**src/rtl/multiplier_datapath.sv**
```systemverilog
// multiplier_datapath: nibble-serial 8x8 multiply datapath stepped by an external controller
//
// Each enabled step multiplies one selected 4x4 nibble pair, shifts the 8-bit partial
// product into place and accumulates it into a 16-bit result; a clear plus four steps
// in the order (00,00) (01,01) (10,01) (11,10) leaves dataa*datab in product.
//
// Ports:
//   clk        rising-edge clock
//   reset_a    asynchronous active-low reset (acc, count, operand registers -> 0)
//   dataa      multiplicand, 2*HALF_W bits
//   datab      multiplier, 2*HALF_W bits
//   input_sel  nibble pair: bit1 picks dataa high nibble, bit0 picks datab high nibble
//   shift_sel  partial shift: 00 <<0, 01 <<HALF_W, 10 <<2*HALF_W, 11 contributes 0
//   clk_ena    step/clear enable; everything holds when low
//   sclr_n     active-low synchronous clear, only honoured while clk_ena is high
//   count      2-bit step counter fed back to the controller, wraps 3->0
//   product    accumulated result, direct register output
//
// Configuration:
//   MULT_DP_OPREG_EN  capture dataa/datab into opa/opb on the clear cycle so the
//                     operands may change after the clear edge; otherwise the steps
//                     read dataa/datab directly and they must stay stable.
module multiplier_datapath #(
    parameter int HALF_W = 4
) (
    input  logic                  clk,
    input  logic                  reset_a,
    input  logic [2*HALF_W-1:0]   dataa,
    input  logic [2*HALF_W-1:0]   datab,
    input  logic [1:0]            input_sel,
    input  logic [1:0]            shift_sel,
    input  logic                  clk_ena,
    input  logic                  sclr_n,
    output logic [1:0]            count,
    output logic [4*HALF_W-1:0]   product
);
    logic [2*HALF_W-1:0] opa, opb;
    logic [HALF_W-1:0]   nib_a, nib_b;
    logic [2*HALF_W-1:0] pp;
    logic [4*HALF_W-1:0] pp_ext, pp_shifted;

`ifdef MULT_DP_OPREG_EN
    always_ff @(posedge clk or negedge reset_a) begin
        if (!reset_a) begin
            opa <= '0;
            opb <= '0;
        end else if (clk_ena && !sclr_n) begin
            opa <= dataa;
            opb <= datab;
        end
    end
`else
    assign opa = dataa;
    assign opb = datab;
`endif

    assign nib_a  = input_sel[1] ? opa[2*HALF_W-1:HALF_W] : opa[HALF_W-1:0];
    assign nib_b  = input_sel[0] ? opb[2*HALF_W-1:HALF_W] : opb[HALF_W-1:0];
    assign pp     = {{HALF_W{1'b0}}, nib_a} * {{HALF_W{1'b0}}, nib_b};
    assign pp_ext = {{2*HALF_W{1'b0}}, pp};

    // shift_sel=11 is not a legal command; it adds nothing but still counts as a step
    always_comb
        pp_shifted = shift_sel == 2'b00 ? pp_ext :
                     shift_sel == 2'b01 ? pp_ext << HALF_W :
                     shift_sel == 2'b10 ? pp_ext << (2*HALF_W) : '0;

    always_ff @(posedge clk or negedge reset_a) begin
        if (!reset_a) begin
            product <= '0;
            count   <= '0;
        end else if (clk_ena) begin
            if (!sclr_n) begin
                product <= '0;
                count   <= '0;
            end else begin
                product <= product + pp_shifted;
                count   <= count + 2'd1;
            end
        end
    end
endmodule

```
**config.mk**
```make
export PLATFORM = sky130hd
export DESIGN_NAME = multiplier_datapath
export DESIGN_NICKNAME = d
export VERILOG_FILES = /design/src/rtl/multiplier_datapath.sv
export SDC_FILE = /design/constraint.sdc
export NUM_CORES = 1
export LEC_CHECK = 0
export BUFFER_PORTS_ARGS = -buffer_cell sky130_fd_sc_hd__buf_2
export CAP_MARGIN = 20
export CELL_PAD_IN_SITES_DETAIL_PLACEMENT = 1
export CELL_PAD_IN_SITES_GLOBAL_PLACEMENT = 1
export CORE_MARGIN = 2
export CORE_UTILIZATION = 30
export CTS_BUF_LIST = sky130_fd_sc_hd__clkbuf_16
export DETAILED_ROUTE_END_ITERATION = 7
export PLACE_DENSITY_LB_ADDON = 0.2
export REMOVE_ABC_BUFFERS = 1
export SLEW_MARGIN = 10
export SYNTH_ARGS = -nofsm -noshare
export SYNTH_HDL_FRONTEND = slang
export SYNTH_SLANG_ARGS = --single-unit
```
**constraint.sdc**
```tcl
create_clock -name clk -period 2.9 [get_ports clk]
set_input_delay 0.435 -clock clk [delete_from_list [all_inputs] [get_ports clk]]
set_output_delay 0.435 -clock clk [all_outputs]
set_load 0.1 [all_outputs]
```
Word level (Yosys, flattened, before mapping)
Cells that the tools add are included.

Flip-flop bits (word level): 18. Logic and storage cells: 15. Bits in read-only memories: 0. Output and inout bits: 18. Memories: 0. RAM bits: 0. Input bits: 24. Bits in latches: 0.

Eq/ne operators: 2. Shift-type cells: 0. $lt $le $gt $ge: 0. Multiply operators: 1. Bitwise gates (word level): 0. $add $sub $neg: 2. Reductions and logical operators: 1. Muxes and demuxes: 7. Div/mod/pow operators: 0.

Operator list (number): $mux 16 (4); $add 16x16->16 (1); $mul 4x4->8 (1); $mux 4 (2); $add 2x1->2 const B (1); $eq 2x1->1 const B (1); $eq 2x2->1 const B (1); $logic_not 2->1 (1); $mux 2 (1).

Depth between registers and ports, before layout
Gate-level depths: netlist (run 1).

Depth in word-level cells: 7. Mapped depth: 22.

Worst setup path after synthesis (run 1)
No wires, ideal clock.

Path kind: in2reg. From: input input_sel[0]. To: register product[15]. Slack: -2.034 ns. Cell stages on the path: 21. Path buffers: 1. Required time: 2.769 ns. Data arrival time: 4.803 ns. Setup time: 0.131 ns. Path through: clkbuf_1 > mux2i_1 > or2_2 > fa_1 > inv_1 > fa_1 > ha_1 > a211oi_2 > o21bai_1 > a21oi_2 > xnor2_1 > mux2i_1 > nor2_1 > ha_1 > a21oi_2 > a21oi_1 > nor3b_2 > a21boi_0 > a211o_1 > nand3_1 > or3b_1.

Longest elaborated chain between the ends: 7.

RTL lines: start: declaration (RTL line 30) `input logic [1:0] input_sel,`; $mux 4 * (RTL line 58) `assign nib_b = input_sel[0] ? opb[2*HALF_W-1:HALF_W] : opb[HALF_W-1:0];`; $mul 4x4->8 * (RTL line 59) `assign pp = {{HALF_W{1'b0}}, nib_a} * {{HALF_W{1'b0}}, nib_b};`; $mux 16 (RTL line 66) `shift_sel == 2'b10 ? pp_ext << (2*HALF_W) : '0;`; $mux 16 (RTL line 65) `shift_sel == 2'b01 ? pp_ext << HALF_W :`; $mux 16 * (RTL line 64) `pp_shifted = shift_sel == 2'b00 ? pp_ext :`; $add 16x16->16 * (RTL line 77) `product <= product + pp_shifted;`; $mux 16 * (RTL line 73) `if (!sclr_n) begin`; end signal: assignment (RTL line 77); end: declaration (RTL line 35) `output logic [4*HALF_W-1:0] product`.

Mark *: on every way between the ends. The rest lies on a longest branch, timed or not. A chain may end at the register's enable or synchronous reset.

Worst setup path in the final report (run 1)
From: input input_sel[1]. To: register product[15].

Longest elaborated chain between the ends: 7.

RTL lines: $mux 4 * (RTL line 57) `assign nib_a = input_sel[1] ? opa[2*HALF_W-1:HALF_W] : opa[HALF_W-1:0];`; $mul 4x4->8 * (RTL line 59); $mux 16 (RTL line 66); $mux 16 (RTL line 65); $mux 16 * (RTL line 64); $add 16x16->16 * (RTL line 77); $mux 16 * (RTL line 73).

Marked as above.

==> flow_summary.yaml, run 1 <==
power:
  switching_share_pct: 49.9
  p_per_area_nw_per_um2: 671
  p_switching_uw: 1050
  p_clk_share_pct: 14.1
  comb_power_share_pct: 69.0
  internal-power_uw: 1050
  p_seq_share_pct: 16.9
  ir_drop_uv: 359
  p_leak_uw: 0.00162
critical_path:
  path_cells: "buf_8 -> mux2i_1 -> or2_4 -> fa_1 -> inv_1 -> fa_2 -> ha_4 -> a211oi_2 -> o21bai_1 -> a21oi_2 -> xnor2_2 -> mux2i_1 -> nor2_2 -> ha_4 -> a21oi_4 -> a21oi_2 -> nor3b_2 -> a21boi_2 -> o211ai_1 -> a21oi_1 -> or3b_1"
  r2r-start: "product[0]"
  end_kind: "register"
  cp.arrival_ps: 4870
  crit_path_start_kind: "primary input"
  required_ps: 3040
  path_class: "in -> reg"
  cp_slowest_stage_delay_ps: 610
  slowest_stage: "fa_2"
  cp-startpoint: "input_sel[1]"
  critPathMaxFanout: 4
route:
  wl_per_cell_um: 16.0
  drtIter0Drc: 43
  drtAntennaViolNets: 0
  drc: 0
  routed_wl_um: 6910
  via_count: 2178
  drtPass1Iterations: 4
  vias_per_cell: 5.04
synth:
  yosysSeqAreaShare_pct: 21.9
  synthArstFlopShare_pct: 100
  yosys_most_used_dff: "dfrtp_1"
  synth.distinct_cells: 45
  synth-edff-count: 0
  ys_ff_latch: 18
  synthesis.area_um2: 2050
  syn_inst: 242
  avgSynthCellArea_um2: 8.49
  synth_warnings: 0
timing:
  clock.fmax_mhz: 211
  layout_setup_ws_ps: -1840
  setup_viol: 13
  min_period_ps: 4740
  tightest_slew_ps: 516
  finalHoldViolCount: 0
  relSlewSlack_pct: 65.5
  rsz0062_at_grt: "true"
  finClkSkew_ps: 2.85
  whs_ps: 123
  min_period_over_period_pct: 163
  slew_viol_final: 0
job:
  cap_violations: 0
grt:
  grt_pass1_vias: 2307
  grt_start_max_net_pins: 28
  overflow: 0
  antenna_found_initial: 0
  grt_pass1_wl_um: 11300
  track_usage_pct: 19.0
placed_design:
  numPortBuffers: 41
  post-dp-hpwl_um: 5110
  gp_congestion: 0.799
finish:
  layout_common_cells: "71 x buf_4, 39 x buf_2, 25 x ha_1"
  drive_above_1_share_pct: 45.2
  diodes: 0
  area.growth.synth_to_final_pct: 52.3
  finalCoreUtilization_pct: 46.6
  final_common_cell: "buf_4"
  fin_nets: 409
clock_tree:
  clk_pin_slew_ps: 60
  cts_buffer_depth: 2
  cts.sinks: 18
  cts_tree: "done"
  htree_levels: 1
  worstSkewPairLatency_ps: 260
  numCtsBuffers: 3
  cts_root_buffer: "clkbuf_16"
die:
  io_pins: 42
  die_w_um: 86.8
  die_h_um: 86.8
  die-area_um2: 7530
  start_util_pct: 30.6
  coreArea_um2: 6720
  rows: 30
status:
  status: "finished, violations left"
  violations: "negative setup slack"
worst_hold_path:
  hold_class: "in -> async"
## logic make-up after synthesis
logic type / share of synthesized area [%]
and+or+nand+nor: 15.5
muxes: 6.39
buffers and inverters: 6.21
adders and majority gates: 21.3
DFF: 21.9
xor gates and xnor gates: 5.97
AOI/OAI and AO/OA: 22.7
## critical path, delay by kind of cell
family                     cells  cell delay (ps)
xor gates and xnor gates       1              150
muxes                          2              250
and+or+nand+nor                4             1000
buffers and inverters          2              170
AOI/OAI and AO/OA              8             1270
adders and majority gates      4             1600
## flip-flops by register name (all words and copies together) (netlist names)
signal and cells:
count 2, product 16
## worst paths after layout
check	to	slack [ps]	depth (start not counted)
setup / recovery	product[15]	-1840	21
hold reg to reg	count[0]	510	1
max in group asynchronous	product[12]	2460	1
min in group clk	count[0]	510	1
setup reg to reg	product[8]	430	10
hold / removal	product[3]	120	1
## metrics by stage
step | power [uW] | cells | TNS [ps] | setup WS [ps] | instance area, um2
after floorplan | 1200 | 234 | -16780 | -1810 | 2020
after global placement | 1640 | 416 | -23310 | -2170 | 2790
after detailed placement | 1670 | 416 | -24100 | -2280 | 2790
after CTS | 2050 | 428 | -18780 | -1800 | 3030
after global routing | 2230 | 432 | -20700 | -2030 | 3130
final | 2100 | 432 | -18450 | -1840 | 3130
## timing repair
item | CTS | global route
hold buffers | 0 | 0
buffers inserted | 8 | 4
resized for setup | 29 | 21
pin swaps | 33 | 26
setup endpoints to repair | 13 | 13
## routing by layer
layer / wire [um] / track usage, %
met1: 3030 / 23.4
met4: 97 / 3.98
met2: 3630 / 34.9
met3: 144 / 2.67
met5: 0 / 0
## cell usage after synthesis (all sizes together) (5+ instances only)
master,n,area (um2)
o21bai,5,37.5
xor2,5,43.8
dfrtp,18,450
mux2i,12,120
nand3,8,40.0
xnor2,9,78.8
a21oi,18,97.6
nor2,26,97.6
fa,5,100
nand2,5,18.8
a21o,6,46.3
o21ai,15,78.8
ha,27,338
o22ai,8,50.1
clkbuf,7,26.3
nor2b,5,31.3
inv,24,90.1
## area by class of cell
type                       count  area [um2]
inverter                      24        90.1
timing repair buffer         114         786
multi-input combinational    192        1620
clock inverter                 1        3.75
fill                         811        3590
tap                           80         100
sequential                    18         450
clock buffer                   3        75.1
## power by group through the flow
stage	registers (uW)	logic (uW)	clock network (uW)
CTS	356	1390	303
global placement	359	1280	0
detailed placement	359	1310	0
floorplan	743	461	0
global route	366	1560	310
finish	356	1450	296
(Power assumes the default switching activity.)
==> run 2, diff against run 1 <==
--- a/config.mk
+++ b/config.mk
@@ -15,6 +15,7 @@
 export DETAILED_ROUTE_END_ITERATION = 7
 export PLACE_DENSITY_LB_ADDON = 0.2
 export REMOVE_ABC_BUFFERS = 1
+export SKIP_LAST_GASP = 1
 export SLEW_MARGIN = 10
 export SYNTH_ARGS = -nofsm -noshare
 export SYNTH_HDL_FRONTEND = slang
==> run 2 against run 1 <==
The run still ends with negative setup slack left. Critical endpoint unchanged. Flip-flop and latch count unchanged. Highest routed layer unchanged. Setup slack improved by 0.61 ps. Via count decreased by 0.23%.
==> flow_summary.yaml, run 2 (same netlist as run 1, synthesis figures left out) <==
status:
  status: "finished, violations left"
  violations: "negative setup slack"
finish:
  regArea_um2: 450
  nFillCells: 812
  final_common_cell: "buf_4"
  top_register: "product"
  diodes: 0
  largest_register_ffs: 16
  biggestRegsByFlops: "product x16, count x2"
  drive_above_1_share_pct: 45.2
  stdcell_count: 432
  area.growth.synth_to_final_pct: 52.1
  fin_nets: 409
  layout_common_cells: "72 x buf_4, 39 x buf_2, 25 x ha_1"
  multi_input_area_um2: 1620
worst_hold_path:
  hold_class: "in -> async"
critical_path:
  cp.arrival_ps: 4870
  slowest_stage: "fa_2"
  crit_path_start_kind: "primary input"
  end_kind: "register"
  cp_slowest_stage_delay_ps: 610
  path_class: "in -> reg"
  r2r-start: "product[0]"
  critical-path-top-delay-family: "adder cells"
  reg2reg_slack_ps: 430
  rr_worst_depth: 10
  path_cells: "buf_8 -> mux2i_1 -> or2_4 -> fa_1 -> inv_1 -> fa_2 -> ha_4 -> a211oi_2 -> o21bai_1 -> a21oi_2 -> xnor2_2 -> mux2i_1 -> nor2_2 -> ha_4 -> a21oi_4 -> a21oi_2 -> nor3b_2 -> a21boi_2 -> o211ai_1 -> a21oi_1 -> or3b_1"
  critPathMaxFanout: 4
  worst-path-buf-inv: 2
  required_ps: 3040
  reg2reg_to: "product[8]"
placed_design:
  pre_cts_ws_ps: -2280
  gp_congestion: 0.799
  post-dp-hpwl_um: 5110
  dp.cells: 416
  numPortBuffers: 41
timing:
  layout_setup_ws_ps: -1840
  setup_viol: 13
  min_period_over_period_pct: 163
  slew_viol_final: 0
  finClkSkew_ps: 2.97
  relSlewSlack_pct: 65.5
  rsz0062_at_grt: "true"
  clock.fmax_mhz: 211
  min_period_ps: 4740
  finalHoldViolCount: 0
  tightest_slew_ps: 516
power:
  switching_share_pct: 49.9
  comb_power_share_pct: 68.9
  p_leak_uw: 0.00162
  p_seq_share_pct: 17.0
  p_per_area_nw_per_um2: 670
  internal-power_uw: 1050
  p_clk_share_pct: 14.1
  ir_drop_uv: 359
  p_switching_uw: 1040
die:
  die_h_um: 86.8
  start_util_pct: 30.6
  die-area_um2: 7530
  rows: 30
  die_w_um: 86.8
  io_pins: 42
  coreArea_um2: 6720
grt:
  grt_pass1_vias: 2307
  antenna_found_initial: 0
  track_usage_pct: 19.0
  overflow: 0
  grt_start_max_net_pins: 28
  grt_pass1_wl_um: 11300
clock_tree:
  clk_pin_slew_ps: 60
  cts_tree: "done"
  numCtsBuffers: 3
  cts_hold_buffers: 0
  htree_levels: 1
  cts_buffer_depth: 2
  worstSkewPairLatency_ps: 260
  cts_root_buffer: "clkbuf_16"
  cts.sinks: 18
route:
  routed_wl_um: 6870
  via_count: 2173
  drtIter0Drc: 49
  vias_per_cell: 5.03
  drtPass1Iterations: 4
  drtAntennaViolNets: 0
  drc: 0
  wl_per_cell_um: 15.9
job:
  cap_violations: 0
run 2: cell counts in the layout (fill, tap and decap cells not counted):
Identical to the previous run, type by type.
run 2: power by group through the flow:
stage	clock (uW)	sequential (uW)	combinational [uW]
CTS	303	356	1390
detailed placement	0	359	1310
floorplan	0	743	461
finish	295	356	1440
global route	310	366	1550
global placement	0	359	1280
run 2: worst max path at each step:
stage | start | to | cells after the start
4_1_cts | input_sel[1] | product[15] | 21
3_3_place_gp | input_sel[1] | product[15] | 21
5_1_grt | input_sel[1] | product[15] | 21
3_5_place_dp | input_sel[1] | product[15] | 21
2_1_floorplan | input_sel[0] | product[15] | 20
6_report | input_sel[1] | product[15] | 21
run 2: what timing repair did:
action	CTS	global route
pin swaps	33	26
gates resized for setup	29	19
buffers inserted	8	4
setup endpoints to repair	13	13
endpoints found under the hold margin	0	0
run 2: layer usage:
layer | vias up | track usage (%) | share of wire, %
li1 | 1080 | - | -
met1 | 1049 | 23.4 | 44
met2 | 34 | 34.9 | 52
met3 | 10 | 2.67 | 2.3
met4 | 0 | 3.98 | 1.4
met5 | - | 0 | 0
run 2: area by class of cell:
| class | instances | area share [%] |
|---|---|---|
| Inverter | 24 | 2.88 |
| Tap cell | 80 | 3.20 |
| Timing Repair Buffer | 114 | 25.0 |
| Sequential cell | 18 | 14.4 |
| Multi-Input combinational cell | 192 | 51.9 |
| Clock inverter | 1 | 0.120 |
| Clock buffer | 3 | 2.40 |
run 2: worst register-to-register path, cell delays in order, from the launching register on:
cell      delay (ps)
dfrtp_1          390
ha_1             240
fa_1             420
a211oi_1         370
buf_4            180
o21bai_1          80
a21oi_2          150
o21bai_1          90
a21oi_2          140
xnor2_1           70
a31o_2           240
run 2: per-stage QoR:
stage / total power (uW) / area (um2) / utilization, % / hold slack (ps) / setup TNS (ps)
detailed placement: 1670 / 2790 / 41.6 / 415 / -24100
global route: 2230 / 3120 / 46.5 / 168 / -20720
global placement: 1640 / 2790 / 41.6 / 412 / -23310
finish: 2090 / 3120 / 46.5 / 123 / -18450
floorplan: 1200 / 2020 / - / 139 / -16780
CTS: 2050 / 3030 / 45.1 / 141 / -18780
